$ cat src/rtl/csa_pkg.sv
// Shared sizing and the per-block candidate record for the carry-select subtractor.
package csa_pkg;
   localparam int CSA_WIDTH = 64;
   localparam int CSA_BLOCK = 16;
   localparam int CSA_NBLK  = CSA_WIDTH / CSA_BLOCK;

   // Both speculative results of one block, for carry-in 0 and carry-in 1.
   typedef struct packed {
      logic [CSA_BLOCK-1:0] diff0;
      logic [CSA_BLOCK-1:0] diff1;
      logic                 c0;
      logic                 c1;
   } blk_cand_t;

   function automatic int nblk(input int width, input int block);
      return width / block;
   endfunction
endpackage

$ cat src/rtl/csa_block_sub.sv
// One carry-select block: adds an a-slice to an inverted b-slice for both possible carry-ins.
module csa_block_sub
   import csa_pkg::*;
(
   input  logic [CSA_BLOCK-1:0] i_a,
   input  logic [CSA_BLOCK-1:0] i_nb,
   output blk_cand_t            o_cand
);
   logic [CSA_BLOCK:0] w_sum0;
   logic [CSA_BLOCK:0] w_sum1;

   // a + ~b + 1 never exceeds BLOCK+1 bits, so the top bit is a clean carry-out.
   assign w_sum0 = {1'b0, i_a} + {1'b0, i_nb};
   assign w_sum1 = w_sum0 + {{CSA_BLOCK{1'b0}}, 1'b1};

   assign o_cand.diff0 = w_sum0[CSA_BLOCK-1:0];
   assign o_cand.c0    = w_sum0[CSA_BLOCK];
   assign o_cand.diff1 = w_sum1[CSA_BLOCK-1:0];
   assign o_cand.c1    = w_sum1[CSA_BLOCK];
endmodule

$ cat src/rtl/csa64_sub_pipe.sv
// Two-stage carry-select subtractor: S1 holds block candidates, S2 holds the resolved
// difference and flags.
module csa64_sub_pipe
   import csa_pkg::*;
#(
   parameter int WIDTH = CSA_WIDTH,
   parameter int BLOCK = CSA_BLOCK
) (
   input  logic             clock,
   input  logic             reset,
   input  logic             in_valid,
   output logic             in_ready,
   input  logic [WIDTH-1:0] a,
   input  logic [WIDTH-1:0] b,
   output logic             out_valid,
   input  logic             out_ready,
   output logic [WIDTH-1:0] diff,
   output logic             bout,
   output logic             zero,
   output logic             lts
);
   localparam int NBLK = nblk(WIDTH, BLOCK);

   // The candidate record is sized by the package block width.
   if (BLOCK != CSA_BLOCK || (WIDTH % BLOCK) != 0) begin : g_bad_cfg
      $error("csa64_sub_pipe: BLOCK must equal CSA_BLOCK and divide WIDTH");
   end

   logic [WIDTH-1:0] w_nb;
   blk_cand_t        w_cand [NBLK];
   blk_cand_t        r_s1_cand [NBLK];
   logic             r_s1_valid;
   logic             r_s1_amsb;
   logic             r_s1_bmsb;
   logic             r_rdy_en;
   logic             r_out_valid;
   logic [WIDTH-1:0] r_diff;
   logic             r_bout;
   logic             r_zero;
   logic             r_lts;
   logic [WIDTH-1:0] w_diff;
   logic             w_bout;
   logic             w_ovf;
   logic             w_s2_free;
   logic             w_s2_load;
   logic             w_in_fire;

   assign w_nb = ~b;

   for (genvar gi = 0; gi < NBLK; gi++) begin : g_blk
      csa_block_sub u_blk (
         .i_a    (a[gi*BLOCK +: BLOCK]),
         .i_nb   (w_nb[gi*BLOCK +: BLOCK]),
         .o_cand (w_cand[gi])
      );
   end

   // Handshake: a transfer happens on a side whenever valid and ready are both high at
   // the rising edge. S2 is free when empty or being drained this cycle; S1 may accept
   // when empty or when its content moves to S2 in the same cycle. in_ready depends only
   // on registered state and out_ready, never on in_valid, and stays low until the first
   // edge after reset.
   assign w_s2_free = !r_out_valid || out_ready;
   assign w_s2_load = r_s1_valid && w_s2_free;
   assign in_ready  = r_rdy_en && (!r_s1_valid || w_s2_free);
   assign w_in_fire = in_valid && in_ready;

   always_comb begin
      logic [NBLK:0] carry;
      w_diff   = '0;
      carry    = '0;
      carry[0] = 1'b1;
      for (int i = 0; i < NBLK; i++) begin
         w_diff[i*BLOCK +: BLOCK] = carry[i] ? r_s1_cand[i].diff1 : r_s1_cand[i].diff0;
         carry[i+1]               = carry[i] ? r_s1_cand[i].c1    : r_s1_cand[i].c0;
      end
      w_bout = ~carry[NBLK];
   end

   assign w_ovf = (r_s1_amsb != r_s1_bmsb) && (w_diff[WIDTH-1] != r_s1_amsb);

   always_ff @(posedge clock or posedge reset) begin
      if (reset) begin
         r_rdy_en   <= 1'b0;
         r_s1_valid <= 1'b0;
         r_s1_amsb  <= 1'b0;
         r_s1_bmsb  <= 1'b0;
         for (int i = 0; i < NBLK; i++) r_s1_cand[i] <= '0;
      end else begin
         r_rdy_en <= 1'b1;
         if (w_in_fire) begin
            r_s1_valid <= 1'b1;
            r_s1_amsb  <= a[WIDTH-1];
            r_s1_bmsb  <= b[WIDTH-1];
            for (int i = 0; i < NBLK; i++) r_s1_cand[i] <= w_cand[i];
         end else if (w_s2_load) begin
            r_s1_valid <= 1'b0;
         end
      end
   end

   always_ff @(posedge clock or posedge reset) begin
      if (reset) begin
         r_out_valid <= 1'b0;
         r_diff      <= '0;
         r_bout      <= 1'b0;
         r_zero      <= 1'b0;
         r_lts       <= 1'b0;
      end else if (w_s2_load) begin
         r_out_valid <= 1'b1;
         r_diff      <= w_diff;
         r_bout      <= w_bout;
         r_zero      <= (w_diff == '0);
         r_lts       <= w_diff[WIDTH-1] ^ w_ovf;
      end else if (out_ready) begin
         r_out_valid <= 1'b0;
      end
   end

   assign out_valid = r_out_valid;
   assign diff      = r_diff;
   assign bout      = r_bout;
   assign zero      = r_zero;
   assign lts       = r_lts;
endmodule

$ cat config.mk
export PLATFORM = sky130hd
export DESIGN_NAME = csa64_sub_pipe
export DESIGN_NICKNAME = d
export VERILOG_FILES = /design/src/rtl/csa_pkg.sv /design/src/rtl/csa_block_sub.sv /design/src/rtl/csa64_sub_pipe.sv
export SDC_FILE = /design/constraint.sdc
export NUM_CORES = 1
export LEC_CHECK = 0
export CORE_MARGIN = 2
export CORE_UTILIZATION = 54
export CTS_CLUSTER_SIZE = 10
export DETAILED_ROUTE_END_ITERATION = 6
export HOLD_SLACK_MARGIN = 0.05
export MAX_ROUTING_LAYER = met4
export PLACE_DENSITY = 0.86
export SYNTH_ARGS = -nofsm -noshare
export SYNTH_HDL_FRONTEND = slang
export SYNTH_SLANG_ARGS = --single-unit
export TNS_END_PERCENT = 30
$ cat constraint.sdc
create_clock -name clock -period 7.1 [get_ports clock]
set_clock_uncertainty 0.05 [all_clocks]
set_input_delay 1.42 -clock clock [delete_from_list [all_inputs] [get_ports clock]]
set_output_delay 1.42 -clock clock [all_outputs]
set_load 0.005 [all_outputs]
== Word level (Yosys, flattened, before mapping) ==
Index checks and enable logic that the tools add are counted.

* Register bits: 191
* Input bits: 132
* Word-level logic and storage cells: 57

* Add/subtract/negate cells: 8
* Bitwise logic cells: 3
* Equal/unequal tests: 2
* Multiplexer cells: 10
* Reductions and logical operators: 11

{| class="wikitable"
|+ Operators with widths
! cell !! count
|-
| 16-bit by 16-bit adder with 17-bit output || 4
|-
| 17-bit by 1-bit adder with 17-bit output (second input constant) || 4
|-
| 64-bit zero test || 1
|-
| 64-bit inverter || 1
|-
| 16-bit 2-to-1 mux || 3
|-
| 1-bit 2-to-1 mux || 7
|-
| 1-bit logical AND || 4
|-
| 2-bit nonzero test || 2
|-
| 1-bit zero test || 2
|-
| 1-bit logical OR || 2
|-
| 1-bit != test || 2
|-
| 1-bit inverter || 1
|-
| 1-bit bitwise XOR || 1
|}

== Logic depth before layout (Yosys ltp) ==
Gate-level depths: netlist of the first run.

* Depth in word-level cells: 6
* Depth in mapped cells: 13
* Gate-level depth less buffers: 13

== Hierarchy ==
Synthesis of the first run repeated with hierarchy kept, for this count alone.

* Cell total of the unflattened synthesis: 1277
* Area total of the unflattened synthesis: 12708.4 µm²

{| class="wikitable"
|+ Modules (own cells, without submodules)
! module !! sequential area each (µm²) !! cells each !! times used !! area each (µm²)
|-
| csa64_sub_pipe || 4779.6 || 637 || 1 || 8001.4
|-
| csa_block_sub at g_blk[0].u_blk ... || 0.0 || 170 || 2 || 1217.4
|-
| csa_block_sub at g_blk[2].u_blk ... || 0.0 || 150 || 2 || 1136.1
|}

== Worst setup path before layout of the first run ==
No wires, ideal clock.

* Path type: input to register
* Start point: input port b[16]
* End point: register, netlist name r_s1_cand[68]
* Setup time: 66 ps
* Cell stages on the path: 13
* Data arrival time: 3899 ps
* Data required time: 6984 ps
* Setup slack: 3085 ps
* Cells stage by stage: inv_1 > ha_1 > inv_1 > fa_1 > nand2b_1 > a21oi_1 > xor2_1 > nand3_1 > nor3_1 > nand3_1 > or3_4 > o31a_1 > nand2_1

* Word-level cells in the longest chain between the ends: 3

{| class="wikitable"
|+ RTL lines
! element !! RTL line !! RTL
|-
| start: declaration || csa64_sub_pipe.sv:14 || <nowiki>input logic [WIDTH-1:0] b,</nowiki>
|-
| 64-bit inverter || csa64_sub_pipe.sv:48 || <nowiki>assign w_nb = ~b;</nowiki>
|-
| 16-bit by 16-bit adder with 17-bit output || csa_block_sub.sv:13 || <nowiki>assign w_sum0 = {1'b0, i_a} + {1'b0, i_nb};</nowiki>
|-
| 17-bit by 1-bit adder with 17-bit output || csa_block_sub.sv:14 || <nowiki>assign w_sum1 = w_sum0 + {{CSA_BLOCK{1'b0}}, 1'b1};</nowiki>
|}

No other way between the ends.
A chain may end at the register's enable or synchronous reset.

== Final worst setup path of the first run ==
* Start point: input port b[48]
* End point: register, netlist name r_s1_cand[17]

* Word-level cells in the longest chain between the ends: 3

{| class="wikitable"
|+ RTL lines
! element !! RTL line
|-
| 64-bit inverter || csa64_sub_pipe.sv:48
|-
| 16-bit by 16-bit adder with 17-bit output || csa_block_sub.sv:13
|-
| 17-bit by 1-bit adder with 17-bit output || csa_block_sub.sv:14
|}

No other way between the ends.

==> reports/results.tsv, run 1 <==
metric	value	unit
end point of the critical path	r_s1_cand[17]$_DFFE_PP0P_	
Tot Pwr	3940	uW
crit end category	register	
via density per instance	5.61	
initial antenna violation count	0	
RSZ-0062 raised after global routing	false	
WP data arrival	4.57	ns
Slew @ Worst Pin	1.02	ns
drt first pass iters	5	
synthesis warning total	0	
hpwl dp	21.5	mm
area occupied by registers	0.00478	sq mm
Req. time, crit path	7.35	ns
CTS tree	done	
Pleak	0.00687	uW
worst vdd ir	0.000152	V
r2r setup slk	4.22	ns
Final Max Tran Viols	0	
Worst R2R Start	r_s1_cand[102]$_DFFE_PP0P_	
CTS clock-pin slew for the worst setup and hold paths	0.07	ns
Core ar.	0.0218	sq mm
DP Area	0.0142	sq mm
max_cap viols	0	
wire per inst	15.5	um
chip width	153	um
die area	0.0234	sq mm
H-tree depth	4	
sequential fraction of the synthesis area	39.9	%
vias after detailed routing	10400	
Tmin final	4.32	ns
fmax	232	MHz
CP max FO	5	
hold slack	0.424	ns
Design Area, Final	0.0148	sq mm
Yosys reg bits	191	
Final Wtd Congestion	0.962	
hold buffer count at CTS	0	
Syn Area/Cell	8.62	sq um
area of the multi-input gates	0.00664	sq mm
Max clock buf depth	2	
pin count of the biggest net entering global routing	116	
post-synth top area share	39.9	%
ys async rst share	100	%
Cell variety after synth	83	
Mapped Area	0.0120	sq mm
net count after synthesis	1593	
R2R depth	8	
first-pass GRT wire length	47.7	mm
Slew HR	31.8	%
Post-synth top flop	dfrtp_1	
# setup viols final	0	
Root Driver	clkbuf_16	
# port buffers	200	
FP Rows	54	
Detailed Route Iter0 Violations	750	
Fillers	1736	
PwrDens	266	mW/mm^2
Commonest cells post-synth	317 x nand2_1, 191 x dfrtp_1, 141 x o21ai_0	
antenna viol nets, final	0	
Tot GR Track Use	25.3	%
worst hold-check path type	reg2reg	
ANT cells	0	
status	complete, no violations	
Final nets	1760	
IO Pins	201	
vias in the first global route	9990	
Worst Setup SP	b[48]	
Post-synth EDFFs	0	
cells taking the most area after synthesis	dfrtp_1 40%, nand2_1 9.9%, ha_1 7.0%	
Routed WL	28.7	mm
setup bufs post-CTS	0	
reg2reg end	lts$_DFFE_PP0P_	
Tcrit/Tclk final	60.8	%
setup_tns	0	ns
starting density of the core	54.9	%
gr ovfl total	0	
crit start category	input port	
clock sink count	191	
final hold viol count	0	
crit path kind	in2reg	
latest clock arrival within the worst-skew pair	0.43	ns
PostCTS Resize Cnt	0	
Die Y	153	um
Synth Instances	1390	
share of layout cells above drive strength 1	4.97	%
leading area contributor after synthesis	dfrtp_1	
# DRC	0	
area grow syn2layout	23.6	%
most instantiated library cell after synthesis	nand2_1	
CTS buffer count	17	
[power by group]
group	internal, uW	switching, uW	total (uW)
Sequential	1380	208	1580
Combinational	655	665	1320
Clock	610	420	1030
Total	2640	1290	3940
[per-stage QoR]
stage / setup WS [ns] / std cells / utilization [%]
after floorplan: 0.431 / 1390 / -
after global placement: 2.46 / 1818 / 65.0
after detailed placement: 2.35 / 1818 / 65.0
after CTS: 2.78 / 1849 / 67.9
after global routing: 2.50 / 1849 / 67.9
final: 2.78 / 1849 / 67.9
[kinds of logic after synthesis]
family,synth area share [%]
other,0.0313
adders and majority gates,7.75
buffers and inverters,4.83
and+or+nand+nor,20.7
xor gates and xnor gates,6.28
muxes,4.56
DFF,39.9
AOI/OAI and AO/OA,16.0
[area by class of cell]
class                      instances  area share (%)
multi-input combinational       1049            44.8
sequential                       191            32.3
timing repair buffer             208            13.9
clock buffer                      19            3.06
tap                              280            2.36
inverter                          90            2.31
clock inverter                    12            1.24
[layout by cell type, fill, tap and decap left out, types with 4 or more instances in the layout]
cell type,instances
and2_1,11
or4_1,5
xor2_1,45
a211oi_2,4
o21ai_0,141
nor4_1,25
nor2_1,46
dfrtp_1,191
clkdlybuf4s50_1,200
or3_1,7
a211o_1,5
mux2i_1,50
nand3b_1,4
a21o_1,19
nor2b_1,6
o21a_1,11
nor3_1,25
and3_1,11
nand3_1,27
bufinv_16,4
fa_1,4
nand3_2,4
a211oi_1,11
nand2_1,315
a31oi_1,4
inv_1,89
nand2b_1,11
ha_1,67
clkbuf_16,17
xnor2_1,39
o31ai_1,5
o21ai_1,12
o211ai_1,4
nand4_1,14
buf_4,8
a21oi_1,42
[layer usage]
| metal | vias up | GRT usage (%) | part of all wire, % |
|---|---|---|---|
| met5 | - | - | 0 |
| met4 | 0 | 8.25 | 2.5 |
| met1 | 4875 | 32.9 | 44 |
| met2 | 314 | 40.9 | 48 |
| met3 | 47 | 3.94 | 5.4 |
| li1 | 5137 | - | - |
[worst min-delay path by stage]
stage	from	end	slack, ns	cells after the start
global route	r_s1_cand[101]$_DFFE_PP0P_	r_s1_cand[101]$_DFFE_PP0P_	0.45	2
floorplan	r_s1_cand[1]$_DFFE_PP0P_	r_s1_cand[1]$_DFFE_PP0P_	0.39	2
detailed placement	diff[6]$_DFFE_PP0P_	diff[6]$_DFFE_PP0P_	0.41	2
CTS	diff[6]$_DFFE_PP0P_	diff[6]$_DFFE_PP0P_	0.43	2
global placement	diff[7]$_DFFE_PP0P_	diff[7]$_DFFE_PP0P_	0.41	2
finish	diff[6]$_DFFE_PP0P_	diff[6]$_DFFE_PP0P_	0.42	2
[state kept, by name, indices dropped and copies added, names as in the netlist]
| name | count |
|---|---|
| r_s1_bmsb | 1 |
| zero | 1 |
| r_s1_valid | 1 |
| r_s1_cand | 119 |
| out_valid | 1 |
| bout | 1 |
| lts | 1 |
| r_s1_amsb | 1 |
| diff | 64 |
| r_rdy_en | 1 |
[critical path: stages]
cell	delay [ns]
clkdlybuf4s50_1	0.45
inv_1	0.04
ha_1	0.21
fa_1	0.40
a21oi_1	0.32
o221a_2	0.30
a211oi_1	0.09
a311oi_1	0.64
nor4b_1	0.14
and2_1	0.23
nand3_1	0.10
xor2_1	0.15
o21ai_1	0.07
Note: power is estimated with default switching activity, not from simulation.
==> run 2, diff against run 1 <==
clock period = 4.5 ns   (was 7.1 ns; I/O delays follow)
==> reports/results.tsv, run 2 (same netlist as run 1, synthesis figures left out) <==
metric	value	unit
fmax	261	MHz
crit start category	input port	
H-tree depth	4	
vias in the first global route	10200	
Slew HR	30.1	%
area of the multi-input gates	0.00664	sq mm
area grow syn2layout	23.6	%
Core ar.	0.0218	sq mm
worst hold-check path type	reg2reg	
setup bufs post-CTS	0	
setup_tns	0	ns
hold slack	0.425	ns
Req. time, crit path	4.76	ns
Final Max Tran Viols	0	
Pleak	0.00686	uW
# port buffers	200	
final hold viol count	0	
dpl cells	1822	
wire per inst	15.6	um
Design Area, Final	0.0148	sq mm
Root Driver	clkbuf_16	
drt first pass iters	6	
CP max FO	5	
hpwl dp	21.8	mm
chip width	153	um
most frequent cells in the layout	315 x nand2_1, 200 x clkdlybuf4s50_1, 191 x dfrtp_1	
Max clock buf depth	2	
crit path kind	in2reg	
PwrDens	413	mW/mm^2
WP data arrival	4.09	ns
PostCTS Resize Cnt	0	
area occupied by registers	0.00478	sq mm
# setup viols final	0	
clock sink count	191	
CTS buffer count	17	
Die Y	153	um
Top reg by flops	r_s1_cand	
Tot GR Track Use	26.1	%
Tmin final	3.83	ns
first-pass GRT wire length	49.3	mm
max_cap viols	0	
share of layout cells above drive strength 1	4.96	%
die area	0.0234	sq mm
fin cells	1852	
hold buffer count at CTS	0	
ANT cells	0	
Fillers	1720	
starting density of the core	54.9	%
most common cell after layout, fill and taps aside	nand2_1	
Final Wtd Congestion	0.923	
# DRC	0	
RSZ-0062 raised after global routing	false	
vias after detailed routing	10500	
CTS tree	done	
Final nets	1764	
via density per instance	5.64	
crit end category	register	
worst vdd ir	0.000256	V
Slew @ Worst Pin	1.05	ns
latest clock arrival within the worst-skew pair	0.44	ns
max FFs per register	119	
antenna viol nets, final	0	
FP Rows	54	
DP Area	0.0142	sq mm
pin count of the biggest net entering global routing	150	
IO Pins	201	
initial antenna violation count	0	
gr ovfl total	0	
Routed WL	28.9	mm
Detailed Route Iter0 Violations	690	
CTS clock-pin slew for the worst setup and hold paths	0.07	ns
status	complete, no violations	
Tcrit/Tclk final	85.1	%
## run 2: changes by cell type in the layout (fill, tap and decap cells not counted)
cell	before	now
clkbuf_1	0	3
inv_8	1	0
inv_6	2	0
clkinvlp_4	1	3
buf_4	8	10
clkbuf_8	2	0
buf_12	0	2
bufinv_16	4	3
## run 2: power by group
group,internal (uW),total (uW),switching (uW)
clock network,868,1510,643
registers,2170,2500,326
logic,1040,2100,1060
## run 2: per-layer routing
| metal | track usage, % | vias up | share of wire (%) |
|---|---|---|---|
| li1 | - | 5134 | - |
| met1 | 33.7 | 4944 | 44 |
| met2 | 42.8 | 327 | 49 |
| met3 | 3.77 | 47 | 5.1 |
| met4 | 7.98 | 0 | 2.4 |
| met5 | - | - | 0 |
## run 2: final timing paths
kind / startpoint / to / slack (ns) / cells after the start
min in group asynchronous: reset / diff[59]$_DFFE_PP0P_ / 0.98 / 3
setup reg to reg: r_s1_cand[102]$_DFFE_PP0P_ / lts$_DFFE_PP0P_ / 1.64 / 8
max in group asynchronous: reset / diff[44]$_DFFE_PP0P_ / 2.79 / 3
hold / removal: diff[9]$_DFFE_PP0P_ / diff[9]$_DFFE_PP0P_ / 0.42 / 2
hold reg to reg: diff[9]$_DFFE_PP0P_ / diff[9]$_DFFE_PP0P_ / 0.42 / 2
setup / recovery: b[48] / r_s1_cand[0]$_DFFE_PP0P_ / 0.67 / 13
## run 2: critical path, cell delays in order
cell             delay (ns)
clkdlybuf4s50_1        0.46
inv_1                  0.04
ha_1                   0.21
fa_1                   0.42
a21oi_1                0.31
o221ai_1               0.18
a21oi_1                0.29
a311oi_1               0.26
nor4b_1                0.41
and2_1                 0.22
nand4_1                0.11
xnor2_1                0.19
o21ai_1                0.07
## run 2: per-stage QoR
stage | setup slack [ns] | util, % | power (uW)
3_5_place_dp | 0.233 | 65.2 | 4630
4_1_cts | 0.690 | 67.9 | 6140
5_1_grt | 0.351 | 67.9 | 6500
6_report | 0.670 | 67.9 | 6110
3_3_place_gp | 0.394 | 65.2 | 4530
2_1_floorplan | 1.00 | - | 3650
## run 2: cell type report
cell class / count / area share [%]
clock inverters: 10 / 0.955
repair buffers: 212 / 14.3
multi-input cells: 1049 / 44.9
clock buffers: 20 / 2.95
well taps: 280 / 2.37
inverters: 90 / 2.31
flip-flops and latches: 191 / 32.3
==> run 3, diff against run 2 <==
CORE_UTILIZATION = 60   (was 54)
DONT_BUFFER_PORTS = 1   (was default)
PLACE_DENSITY = 0.81   (was 0.86)
==> reports/results.tsv, run 3 (same netlist as run 1, synthesis figures left out) <==
metric	value	unit
hold buffer count at CTS	0	
Crit path buffers/inverters	1	
reg2reg end	lts$_DFFE_PP0P_	
RSZ-0062 raised after global routing	false	
area of the multi-input gates	0.00665	sq mm
WP data arrival	3.62	ns
Seq pwr share	46.9	%
Crit path depth	12	
Crit path max-delay family	compound AO/OA/AOI/OAI gates	
crit path kind	in2reg	
Sw Ratio	35.7	%
Logic pwr share	27.3	%
vias after detailed routing	9495	
hpwl dp	20.2	mm
PostCTS Resize Cnt	0	
most common cell after layout, fill and taps aside	nand2_1	
crit-path cells	inv_1, ha_1, fa_1, a21oi_1, o221a_2, a211oi_1, a311oi_1, nor4b_1, and2_1, nand3_1, xor2_1, o21ai_1	
crit start category	input port	
# setup viols final	0	
end point of the critical path	r_s1_cand[17]$_DFFE_PP0P_	
CTS clock-pin slew for the worst setup and hold paths	0.06	ns
Req. time, crit path	4.76	ns
chip width	145	um
Worst R2R Start	r_s1_cand[102]$_DFFE_PP0P_	
max FFs per register	119	
ANT cells	0	
share of layout cells above drive strength 1	5.69	%
Design Area, Final	0.0128	sq mm
Fillers	1664	
clock sink count	191	
antenna viol nets, final	0	
area grow syn2layout	6.47	%
Largest stage delay, worst path	0.64	ns
wire per inst	16.4	um
Tmin final	3.36	ns
H-tree depth	4	
CTS buffer count	17	
final hold viol count	0	
Worst Setup SP	b[48]	
fmax	298	MHz
worst vdd ir	0.000235	V
die area	0.0211	sq mm
max_cap viols	0	
initial antenna violation count	0	
Core ar.	0.0195	sq mm
CP max FO	5	
setup_tns	0	ns
area occupied by registers	0.00478	sq mm
Routed WL	26.9	mm
post-place setup slack	0.728	ns
drt first pass iters	5	
DP Area	0.0122	sq mm
# DRC	0	
vias in the first global route	9095	
power share of the clock group	25.8	%
worst hold-check path type	reg2reg	
first-pass GRT wire length	45.0	mm
setup bufs post-CTS	0	
Pleak	0.00608	uW
FP Rows	51	
Tcrit/Tclk final	74.6	%
CTS tree	done	
gr ovfl total	0	
r2r setup slk	1.71	ns
Slew @ Worst Pin	1.06	ns
Net Sw Power	1960	uW
PwrDens	431	mW/mm^2
Max clock buf depth	2	
Final Max Tran Viols	0	
crit end category	register	
Detailed Route Iter0 Violations	590	
Slowest cell on crit path	a311oi_1	
Die Y	145	um
Slew HR	29.2	%
Tot GR Track Use	26.5	%
# port buffers	0	
Root Driver	clkbuf_16	
starting density of the core	61.4	%
P_int	3540	uW
pin count of the biggest net entering global routing	116	
via density per instance	5.80	
Top reg by flops	r_s1_cand	
hold slack	0.432	ns
fin worst setup slack	1.14	ns
R2R depth	8	
IO Pins	201	
latest clock arrival within the worst-skew pair	0.43	ns
Final nets	1562	
status	complete, no violations	
most frequent cells in the layout	315 x nand2_1, 191 x dfrtp_1, 141 x o21ai_0	
Final Wtd Congestion	0.867	
## run 3: routing by layer
metal / wire length, um / global-route usage (%) / vias up
li1: - / - / 4730
met1: 12100 / 34.5 / 4449
met2: 12900 / 42.4 / 266
met3: 1240 / 4.40 / 50
met4: 723 / 9.46 / 0
met5: 0 / - / -
## run 3: worst reg2reg max path, cell delays in order, from the launching register on
cell     delay [ns]
dfrtp_1        0.32
buf_4          0.33
mux2i_4        0.29
buf_4          0.35
mux2i_2        0.25
buf_4          0.33
mux2i_1        0.38
maj3_1         0.27
o21ai_0        0.07
## run 3: how the worst min path moves through the flow
stage / startpoint / end / slack, ns / depth (start not counted)
5_1_grt: r_s1_cand[70]$_DFFE_PP0P_ / r_s1_cand[70]$_DFFE_PP0P_ / 0.45 / 2
2_1_floorplan: r_s1_cand[1]$_DFFE_PP0P_ / r_s1_cand[1]$_DFFE_PP0P_ / 0.39 / 2
4_1_cts: r_s1_cand[86]$_DFFE_PP0P_ / r_s1_cand[86]$_DFFE_PP0P_ / 0.43 / 2
6_report: r_s1_cand[86]$_DFFE_PP0P_ / r_s1_cand[86]$_DFFE_PP0P_ / 0.43 / 2
3_3_place_gp: r_s1_cand[1]$_DFFE_PP0P_ / r_s1_cand[1]$_DFFE_PP0P_ / 0.41 / 2
3_5_place_dp: r_s1_cand[86]$_DFFE_PP0P_ / r_s1_cand[86]$_DFFE_PP0P_ / 0.41 / 2
## run 3: power by group through the flow
stage / logic (uW) / clock network, uW / registers (uW)
4_1_cts: 1510 / 1430 / 2580
2_1_floorplan: 1190 / 0 / 2460
6_report: 1500 / 1420 / 2580
3_3_place_gp: 1440 / 0 / 2580
3_5_place_dp: 1500 / 0 / 2610
5_1_grt: 1700 / 1500 / 2630
## run 3: area by class of cell
class | instances | share of cell area [%]
well taps | 265 | 2.60
multi-input cells | 1049 | 52.1
inverters | 90 | 2.68
clock inverters | 9 | 0.588
flip-flops and latches | 191 | 37.5
repair buffers | 10 | 0.785
clock buffers | 23 | 3.75
## run 3: per-stage QoR
step	util [%]	std cells	total power, uW
floorplan	-	1390	3650
global placement	62.5	1605	4030
detailed placement	62.5	1605	4110
CTS	65.3	1637	5520
global route	65.3	1637	5840
finish	65.3	1637	5500
